<file path="src/rtl/conv33_window.sv">
// Raster pixel stream to 3x3 window generator: two line buffers feed three 3-tap column shifters.
// conv33_en pulses one clock after each accept that completes a valid (unpadded) window.
module conv33_window #(
  parameter int DATA_WIDTH = 8,
  parameter int IMG_W      = 28,
  parameter int IMG_H      = 28
) (
  input  logic                  clk,
  input  logic                  rst_n,
  input  logic                  pix_valid,
  input  logic                  pix_sof,
  input  logic [DATA_WIDTH-1:0] pix_in,
  output logic [DATA_WIDTH-1:0] data_0_0,
  output logic [DATA_WIDTH-1:0] data_0_1,
  output logic [DATA_WIDTH-1:0] data_0_2,
  output logic [DATA_WIDTH-1:0] data_1_0,
  output logic [DATA_WIDTH-1:0] data_1_1,
  output logic [DATA_WIDTH-1:0] data_1_2,
  output logic [DATA_WIDTH-1:0] data_2_0,
  output logic [DATA_WIDTH-1:0] data_2_1,
  output logic [DATA_WIDTH-1:0] data_2_2,
  output logic                  conv33_en,
  output logic                  frame_done
);
  localparam int MAXD  = (IMG_W > IMG_H) ? IMG_W : IMG_H;
  localparam int CNT_W = $clog2(MAXD) + 1;
  localparam int AW    = $clog2(IMG_W);

  logic [CNT_W-1:0] row, col;
  logic [CNT_W-1:0] row_eff, col_eff;
  logic [AW-1:0]    col_idx;
  logic             accept;
  logic             col_last, row_last;

  logic [DATA_WIDTH-1:0] lb0 [IMG_W];
  logic [DATA_WIDTH-1:0] lb1 [IMG_W];
  logic [DATA_WIDTH-1:0] rd0, rd1;

  // win[i][j]: i = window row (0 oldest), j = column (0 oldest)
  logic [2:0][2:0][DATA_WIDTH-1:0] win;

  assign accept   = pix_valid;
  // sof restarts the frame: the pixel is handled as though the counters were at 0,0
  assign row_eff  = pix_sof ? '0 : row;
  assign col_eff  = pix_sof ? '0 : col;
  assign col_idx  = col_eff[AW-1:0];
  assign col_last = (col_eff == CNT_W'(IMG_W - 1));
  assign row_last = (row_eff == CNT_W'(IMG_H - 1));
  assign rd0      = lb0[col_idx];
  assign rd1      = lb1[col_idx];

  // Line buffers are never cleared; stale rows are masked by the row>=2 gate.
  always_ff @(posedge clk) begin
    if (rst_n && accept) begin
      lb0[col_idx] <= rd1;
      lb1[col_idx] <= pix_in;
    end
  end

  always_ff @(posedge clk) begin
    if (!rst_n) begin
      row        <= '0;
      col        <= '0;
      win        <= '0;
      conv33_en  <= 1'b0;
      frame_done <= 1'b0;
    end else begin
      conv33_en  <= 1'b0;
      frame_done <= 1'b0;
      if (accept) begin
        for (int i = 0; i < 3; i++) begin
          win[i][0] <= win[i][1];
          win[i][1] <= win[i][2];
        end
        win[0][2] <= rd0;
        win[1][2] <= rd1;
        win[2][2] <= pix_in;

        conv33_en  <= (row_eff >= CNT_W'(2)) && (col_eff >= CNT_W'(2));
        frame_done <= row_last && col_last;

        if (col_last) begin
          col <= '0;
          row <= row_last ? '0 : row_eff + CNT_W'(1);
        end else begin
          col <= col_eff + CNT_W'(1);
          row <= row_eff;
        end
      end
    end
  end

  assign data_0_0 = win[0][0];
  assign data_0_1 = win[0][1];
  assign data_0_2 = win[0][2];
  assign data_1_0 = win[1][0];
  assign data_1_1 = win[1][1];
  assign data_1_2 = win[1][2];
  assign data_2_0 = win[2][0];
  assign data_2_1 = win[2][1];
  assign data_2_2 = win[2][2];
endmodule

</file>
<file path="config.mk">
export PLATFORM = sky130hd
export DESIGN_NAME = conv33_window
export DESIGN_NICKNAME = d
export VERILOG_FILES = /design/src/rtl/conv33_window.sv
export SDC_FILE = /design/constraint.sdc
export NUM_CORES = 1
export LEC_CHECK = 0
export BUFFER_PORTS_ARGS = -buffer_cell sky130_fd_sc_hd__clkbuf_2
export CORE_ASPECT_RATIO = 2
export CORE_MARGIN = 1.5
export CORE_UTILIZATION = 40
export CTS_CLUSTER_DIAMETER = 120
export DETAILED_ROUTE_END_ITERATION = 12
export PLACE_DENSITY = 0.66
export SKIP_LAST_GASP = 1
export SLEW_MARGIN = 5
export SYNTH_ARGS = -nofsm -noshare
export SYNTH_HDL_FRONTEND = slang
export SYNTH_SLANG_ARGS = --single-unit
</file>
<file path="constraint.sdc">
create_clock -name clk -period 4.2 [get_ports clk]
set_input_delay 0.84 -clock clk [delete_from_list [all_inputs] [get_ports clk]]
set_output_delay 0.84 -clock clk [all_outputs]
set_load 0.05 [all_outputs]
</file>
==> results of run 1 <==
## final timing paths
| kind | from | endpoint | slack (ns) | depth (start not counted) |
|---|---|---|---|---|
| worst min register to register | data_2_0[2] | data_2_0[2] | 0.52 | 2 |
| worst min-delay path | data_2_0[2] | data_2_0[2] | 0.52 | 2 |
| worst max-delay path | col[0] | data_0_2[0] | 0.99 | 5 |
| worst max register to register | col[0] | data_0_2[0] | 0.99 | 5 |
## cell usage after synthesis (4+ instances only)
master / n
inv_1: 6
nor3b_2: 4
nor4b_2: 7
buf_1: 6
nand2b_1: 6
nand4_1: 7
o21ai_0: 37
a22oi_1: 16
and2_1: 5
nor3_1: 9
nor4_1: 10
o2bb2ai_1: 7
nand3_1: 8
a21boi_0: 5
a21o_1: 7
o211ai_1: 13
a22o_1: 8
a221oi_1: 17
a21oi_1: 28
a31oi_1: 18
mux2i_1: 170
o22a_1: 19
a211oi_1: 40
a221o_1: 9
o22ai_1: 25
mux2_2: 23
nand3b_1: 4
and3_1: 8
buf_2: 38
a211o_1: 7
edfxtp_1: 448
nor2b_1: 77
o31ai_1: 7
a311oi_1: 4
buf_6: 4
or2_2: 4
buf_4: 10
nor2_1: 47
clkbuf_1: 32
dfxtp_1: 86
nand2_1: 42
## area by class of cell
cell class              count  share of cell area
clock buffers              51             0.04801
multi-input cells         728              0.2288
clock inverters            25             0.01322
repair buffers            167             0.04532
inverters                   7            0.001089
well taps                 665             0.03448
flip-flops and latches    534              0.6291
## per-stage QoR
step | total power [mW] | utilization
3_5_place_dp | 6.614 | 0.4322
6_report | 10.79 | 0.4604
3_3_place_gp | 6.601 | 0.4322
5_1_grt | 11.06 | 0.4604
4_1_cts | 10.85 | 0.4604
2_1_floorplan | 6.388 | -
## power groups by stage
stage               registers, mW  clock network (mW)  logic (mW)
detailed placement           5.97                   0       0.640
CTS                          5.85                4.36       0.640
finish                       5.85                4.30       0.638
global placement             5.97                   0       0.629
floorplan                    6.04                   0       0.347
global route                 5.86                4.53       0.672
## registers in the layout, summed over array words and instances, names as in the netlist
signal and flops:
data_2_0 8, data_2_2 8, data_1_0 8, data_0_0 8
data_1_1 8, data_0_1 8, lb0 224, col 6
frame_done 1, data_2_1 8, data_1_2 8, data_0_2 8
conv33_en 1, lb1 224, row 6
## per-layer routing
metal / GRT usage / part of all wire / vias up
met3: 0.02852 / 0.048 / 180
met4: 0.1461 / 0.074 / 0
met1: 0.2077 / 0.33 / 6280
li1: - / - / 5555
met2: 0.3922 / 0.55 / 521
met5: 0 / 0 / -
## logic make-up (layout without fill, tap and decap cells)
family | count (synthesis) | count (layout) | share of synthesized area
AOI/OAI and AO/OA | 278 | 278 | 0.09448
adders and majority gates | 1 | 1 | 0.0005911
buffers and inverters | 98 | 250 | 0.02335
DFF | 534 | 534 | 0.7170
muxes | 195 | 195 | 0.09477
and+or+nand+nor | 254 | 254 | 0.06977
## worst max-delay path, delay by kind of cell (launching register included)
kind,cells,cell delay [ns]
buffers and inverters,1,0.63
AOI/OAI and AO/OA,3,1.02
DFF,1,0.92
muxes,1,0.41
==> run metrics, run 1 <==
WP data required=4.63 ns; flops & latches, synth=534; die height=328.3 um; buffer count from post-CTS setup fixing=0; num ports=between 80 and 90; delay of the slowest critical-path stage=between 0.9 and 1 ns; Peak VDD IR=roughly 0.00043 V; first-pass GRT wire length=about 83000 um; pin count of the biggest net entering global routing=58; skew final=0.01033 ns; Sink Count=approximately 530; setup_tns=0 ns; WL final=about 57000 um; Final Non-Filler Cells=roughly 2200; via/cell ratio=~5.8; core area=approximately 0.052 mm^2; Syn Nets=about 1400; Worst setup SP type=register; post_cts resized=0; area occupied by multi-input gates=0.005520 mm^2; Placed Cells=approximately 2100; commonest non-fill, non-tap cell in the layout=edfxtp_1; Final Slew Violations=0; Syn-to-layout area delta=14.03%; Slew headroom=0.4180; final hold vios=0; CTS tree=yes; Final Cycle Share=0.7649; CP Cell Sequence=buf_4 -> mux2_2 -> a22o_1 -> o31ai_1 -> a31oi_1; post-synthesis sequential area ratio=0.7170; routed wire length per instance=roughly 26 um; highest clock rate=0.3113 GHz; worst slew pin tran=slightly below 0.9 ns; CTS buffer count=42; FP Rows=between 100 and 150; CP endpoint kind=register; Net Sw Frac=0.2171; root buffer cell=clkbuf_16; power per cell area=447.1 mW/mm^2; max cap viols=0; via count=12540; cts hold-fix bufs=0; Cell Int Power=around 8.4 mW; clock network power share=0.398; final hold slack=~0.52 ns; Pre-Repair DR Iteration Count=5; FF+latch area=between 0.015 and 0.02 mm^2; FILL cells=around 4500; number of global-route vias before repair=approximately 13000; combinational power share=0.059; port bufs=85; commonest non-fill, non-tap cells in the layout=edfxtp_1, mux2i_1, dfxtp_1, clkbuf_2, buf_4; asr flop ratio synth=0; final setup violation count=0; pre-CTS WS=0.7744 ns; antenna violations before repair=0; n_diodes=0; global placement routability congestion=~0.95; largest fanout on the critical path=55; Die Wd=~170 um; ys flop type=edfxtp_1; CP max stage cell=dfxtp_4; clock slew at the register clock pins of the worst setup and hold paths=approximately 0.07 ns; H-tree levels=2; Nets=1493; CP Data Arrival Time=3.64 ns; CTS max path bufs=3; Synthesis Warnings=0; HP Class=register to register; Flop pwr share=0.543; Syn Inst Count=about 1400; Clock Latency Late Sink=0.58 ns; Netlist cell types=66; antenna-violating nets left=0; LEAKAGE=roughly 8 nW; Synth Area per Inst=~16 um^2; Detail Placement HPWL=37690 um; Setup CP Type=register to register; die area=roughly 0.054 mm^2; post-route minimum period=around 3.2 ns; Remaining DRCs=0; synth top area cells=edfxtp_1, dfxtp_1, mux2i_1; cell taking the most area after synthesis=edfxtp_1; net switching power=2.343 mW; gr ovfl total=0; top cell type's share of synthesized area=0.6357; setup ws final=between 0.9 and 1 ns; 1st-iter DRT viols=~1100; Final Cell Area=between 0.02 and 0.025 mm^2; outcome=finished, final reports clean; Total GRT Usage=0.2077; RSZ-0062 raised after global routing=no; Post-synth EDFFs=about 450; Initial Utilization=0.4038; layout cells sized above 1=0.1878; DP Area=between 0.02 and 0.025 mm^2; Mapped Area=between 0.02 and 0.025 mm^2
Note: power is estimated with default switching activity, not from simulation.
==> run 2, diff against run 1 <==
Clock period 4.2 ns to 3 ns, I/O delays scaled along.
==> run metrics, run 2 (same netlist as run 1, synthesis figures left out) <==
outcome=finished, final reports clean; Final Non-Filler Cells=2206; skew final=0.01997 ns; Sink Count=between 500 and 600; Detail Placement HPWL=roughly 38000 um; area occupied by multi-input gates=0.005520 mm^2; number of global-route vias before repair=around 13000; FF+latch area=between 0.015 and 0.02 mm^2; antenna-violating nets left=0; layout cells sized above 1=0.1979; die height=about 330 um; Hold EP=col[1]; net switching power=between 3 and 4 mW; LEAKAGE=8.354 nW; num ports=86; HP Class=input port to register; final setup violation count=0; first-pass GRT wire length=82360 um; antenna violations before repair=0; die area=0.05438 mm^2; Critical R2R Capture=lb1[7][6]; largest fanout on the critical path=between 40 and 50; FILL cells=approximately 4500; DP Area=approximately 0.023 mm^2; n_diodes=0; Final Slew Violations=0; port bufs=85; combinational power share=0.065; Largest regs=lb0 x224, lb1 x224; Remaining DRCs=0; via count=approximately 13000; WP data required=3.26 ns; max cap viols=0; global placement routability congestion=0.9025; Critical R2R Launch=col[0]; final hold slack=about 0.41 ns; gr ovfl total=0; Reg2Reg Setup Slack=0.25 ns; CTS max path bufs=3; via/cell ratio=5.710; 1st-iter DRT viols=between 900 and 1000; commonest non-fill, non-tap cell in the layout=edfxtp_1; post-route minimum period=~2.8 ns; Cell Int Power=between 10 and 15 mW; final hold vios=0; Initial Utilization=0.4038; Setup CP Type=register to register; Syn-to-layout area delta=15.61%; CP Data Arrival Time=between 3 and 4 ns; FP Rows=approximately 120; Clock Latency Late Sink=approximately 0.57 ns; routed wire length per instance=25.54 um; Placed Cells=2130; Flop pwr share=0.559; CTS tree=yes; pin count of the biggest net entering global routing=66; Worst setup SP type=register; H-tree levels=2; Pre-Repair DR Iteration Count=6; Hold Path Depth=2; Slew headroom=0.4174; commonest non-fill, non-tap cells in the layout=edfxtp_1, mux2i_1, buf_4, dfxtp_1, clkbuf_2; R2R depth=5; Finished Core Util=0.4668; cts hold-fix bufs=0; setup_tns=0 ns; Final Cell Area=0.02447 mm^2; buffer count from post-CTS setup fixing=0; root buffer cell=clkbuf_16; clock slew at the register clock pins of the worst setup and hold paths=around 0.070 ns; WL final=56350 um; CTS buffer count=43; Final Cycle Share=0.9170; setup ws final=about 0.25 ns; highest clock rate=0.3635 GHz; HP Start=rst_n; core area=around 0.052 mm^2; CP endpoint kind=register; pre-CTS WS=0.1351 ns; clock network power share=0.376; Net Sw Frac=0.2224; RSZ-0062 raised after global routing=no; worst slew pin tran=a little under 0.9 ns; Nets=between 1500 and 2000; Total GRT Usage=0.2053; post_cts resized=0; power per cell area=approximately 600 mW/mm^2; Power Total=14.61 mW; Die Wd=approximately 170 um; Peak VDD IR=~0.00058 V
==> run 2: changes by cell type in the layout (fill, tap and decap cells not counted), sizes merged <==
cell,before,now
buf,83,112
clkbuf,135,143
bufinv,8,3
clkinv,14,11
clkinvlp,3,1
inv,7,9
==> run 2: worst max path at each step <==
stage	startpoint	end	slack (ns)	cells past startpoint
3_3_place_gp	pix_sof	lb0[17][4]	0.14	9
2_1_floorplan	pix_sof	lb0[0][0]	0.23	8
4_1_cts	col[0]	lb1[7][6]	0.23	5
3_5_place_dp	pix_sof	lb0[16][4]	0.14	9
5_1_grt	col[0]	lb1[7][6]	0.19	5
6_report	col[0]	lb1[7][6]	0.25	5
==> run 2: layer usage <==
metal,GRT usage,vias up,part of all wire
met1,0.2055,6375,0.33
li1,-,5621,-
met4,0.1214,0,0.062
met3,0.02286,152,0.044
met2,0.4021,448,0.56
met5,0,-,0
==> run 2: power groups by stage <==
stage	logic [mW]	registers, mW	clock network, mW
2_1_floorplan	0.486	8.46	0
3_3_place_gp	0.934	8.34	0
3_5_place_dp	0.951	8.34	0
4_1_cts	0.954	8.17	5.58
5_1_grt	1.01	8.18	5.83
6_report	0.950	8.17	5.49
==> run 2: cell type report <==
| class | count | share of cell area |
|---|---|---|
| inverter | 7 | 0.001074 |
| clock inverter | 17 | 0.006597 |
| sequential | 534 | 0.6205 |
| tap | 665 | 0.03401 |
| timing repair buffer | 196 | 0.06535 |
| clock buffer | 59 | 0.04684 |
| multi-input combinational | 728 | 0.2256 |
==> run 2: critical path: stages (launching register included) <==
cell	delay, ns
dfxtp_4	0.47
buf_4	0.51
and2_0	0.38
nand3_1	0.43
nor2_1	0.34
buf_4	0.31
==> run 3, diff against run 2 <==
Settings changed: GPL_TIMING_DRIVEN set to 0, SLEW_MARGIN 5 to not set.
==> run metrics, run 3 (same netlist as run 1, synthesis figures left out) <==
final setup violation count=124; commonest non-fill, non-tap cells in the layout=edfxtp_1, mux2i_1, clkbuf_2, dfxtp_1, nor2b_1; CP max stage cell=nor2_2; Peak VDD IR=0.0004823 V; final hold vios=0; skew final=approximately 0.021 ns; highest clock rate=roughly 0.32 GHz; 1st-iter DRT viols=roughly 1200; Syn-to-layout area delta=17.90%; Final Cycle Share=1.034; WP data required=between 3 and 4 ns; Die Wd=~170 um; LEAKAGE=about 8.5 nW; commonest non-fill, non-tap cell in the layout=edfxtp_1; failing checks=negative setup slack; Setup CP Type=register to register; Remaining DRCs=0; CTS buffer count=42; antenna-violating nets left=0; H-tree levels=2; antenna violations before repair=0; Largest regs=lb0 x224, lb1 x224; Buf/Inv on CP=6; Worst setup SP type=register; Detail Placement HPWL=between 40000 and 50000 um; Reg2Reg Setup Slack=-0.10 ns; Power Total=15.04 mW; outcome=complete, but fails checks; HP Class=register to register; Clock Latency Late Sink=between 0.5 and 0.6 ns; CTS tree=yes; via/cell ratio=around 5.8; layout cells sized above 1=0.2250; core area=about 0.052 mm^2; gr ovfl total=0; CTS max path bufs=3; WL final=about 60000 um; clock slew at the register clock pins of the worst setup and hold paths=about 0.070 ns; Sink Count=534; Initial Utilization=0.4038; CP Cell Sequence=buf_4 -> inv_1 -> nor2_2 -> inv_1 -> buf_2 -> or3_1 -> clkbuf_1 -> nor2_2 -> buf_16; max cap viols=0; Total GRT Usage=0.2252; Pre-Repair DR Iteration Count=7; setup ws final=-0.1030 ns; CP top delay family=buffers and inverters; global placement routability congestion=between 0.9 and 1; port bufs=between 80 and 90; root buffer cell=clkbuf_16; pin count of the biggest net entering global routing=30; cts hold-fix bufs=0; number of global-route vias before repair=about 13000; delay of the slowest critical-path stage=0.60 ns; via count=between 10000 and 15000; largest fanout on the critical path=10; Slew headroom=0.3063; CP Data Arrival Time=between 3 and 4 ns; n_diodes=0; routed wire length per instance=around 27 um; setup_tns=-7.052 ns; die height=between 300 and 400 um; Nets=around 1600; num ports=86; CP endpoint kind=register; RSZ-0062 raised after global routing=yes; worst slew pin tran=1.041 ns; power per cell area=between 600 and 700 mW/mm^2; Final Slew Violations=0; die area=roughly 0.054 mm^2; post-route minimum period=approximately 3.1 ns; pre-CTS WS=-1.141 ns; FP Rows=119; first-pass GRT wire length=between 80000 and 90000 um
[run 3: where the power goes]
part	switching (mW)	internal [mW]	leakage, nW
Clock	2.66	3.11	0.674
Combinational	0.770	0.339	3.10
Sequential	0.0482	8.11	4.73
[run 3: what timing repair did]
| item | CTS | global route |
|---|---|---|
| setup endpoints to repair | 359 | 465 |
| endpoints found under the hold margin | 0 | 0 |
| pin swaps | 14 | 4 |
| resized for setup | 20 | 22 |
| setup buffers | 19 | 6 |
| cloned | 2 | 0 |
[run 3: area by class of cell]
class                   instances  area (um^2)
inverters                       7        26.28
repair buffers                144         1264
well taps                     665        832.0
clock buffers                  47         1101
plain buffers                  90        490.5
multi-input cells             730         5764
clock inverters                30        297.8
flip-flops and latches        534        15170
fillers                      4479        27460
[run 3: stage by stage]
step | utilization | hold WS, ns | instances | area (um^2)
floorplan | - | 0.4822 | 1360 | 21180
global placement | 0.4281 | 0.4946 | 2109 | 22440
detailed placement | 0.4405 | 0.5041 | 2144 | 23090
CTS | 0.4730 | 0.5242 | 2242 | 24790
global route | 0.4761 | 0.5460 | 2247 | 24950
finish | 0.4761 | 0.5161 | 2247 | 24950
[run 3: final timing paths]
| kind | startpoint | endpoint | depth (start not counted) |
|---|---|---|---|
| hold / removal | data_0_0[2] | data_0_0[2] | 2 |
| hold reg to reg | data_0_0[2] | data_0_0[2] | 2 |
| setup reg to reg | col[1] | lb1[22][1] | 9 |
| setup / recovery | col[1] | lb1[22][1] | 9 |
[run 3: worst reg2reg max path: cells and delay by family (launching register included)]
family / cells / cell delay (ns)
AND/OR/NAND/NOR: 3 / 1.21
buffers and inverters: 6 / 1.26
flip-flops: 1 / 0.32
[run 3: layer usage]
| metal | share of wire | GRT usage |
|---|---|---|
| met2 | 0.55 | 0.4348 |
| met3 | 0.056 | 0.03321 |
| met5 | 0 | 0 |
| met1 | 0.31 | 0.2072 |
| met4 | 0.089 | 0.1786 |
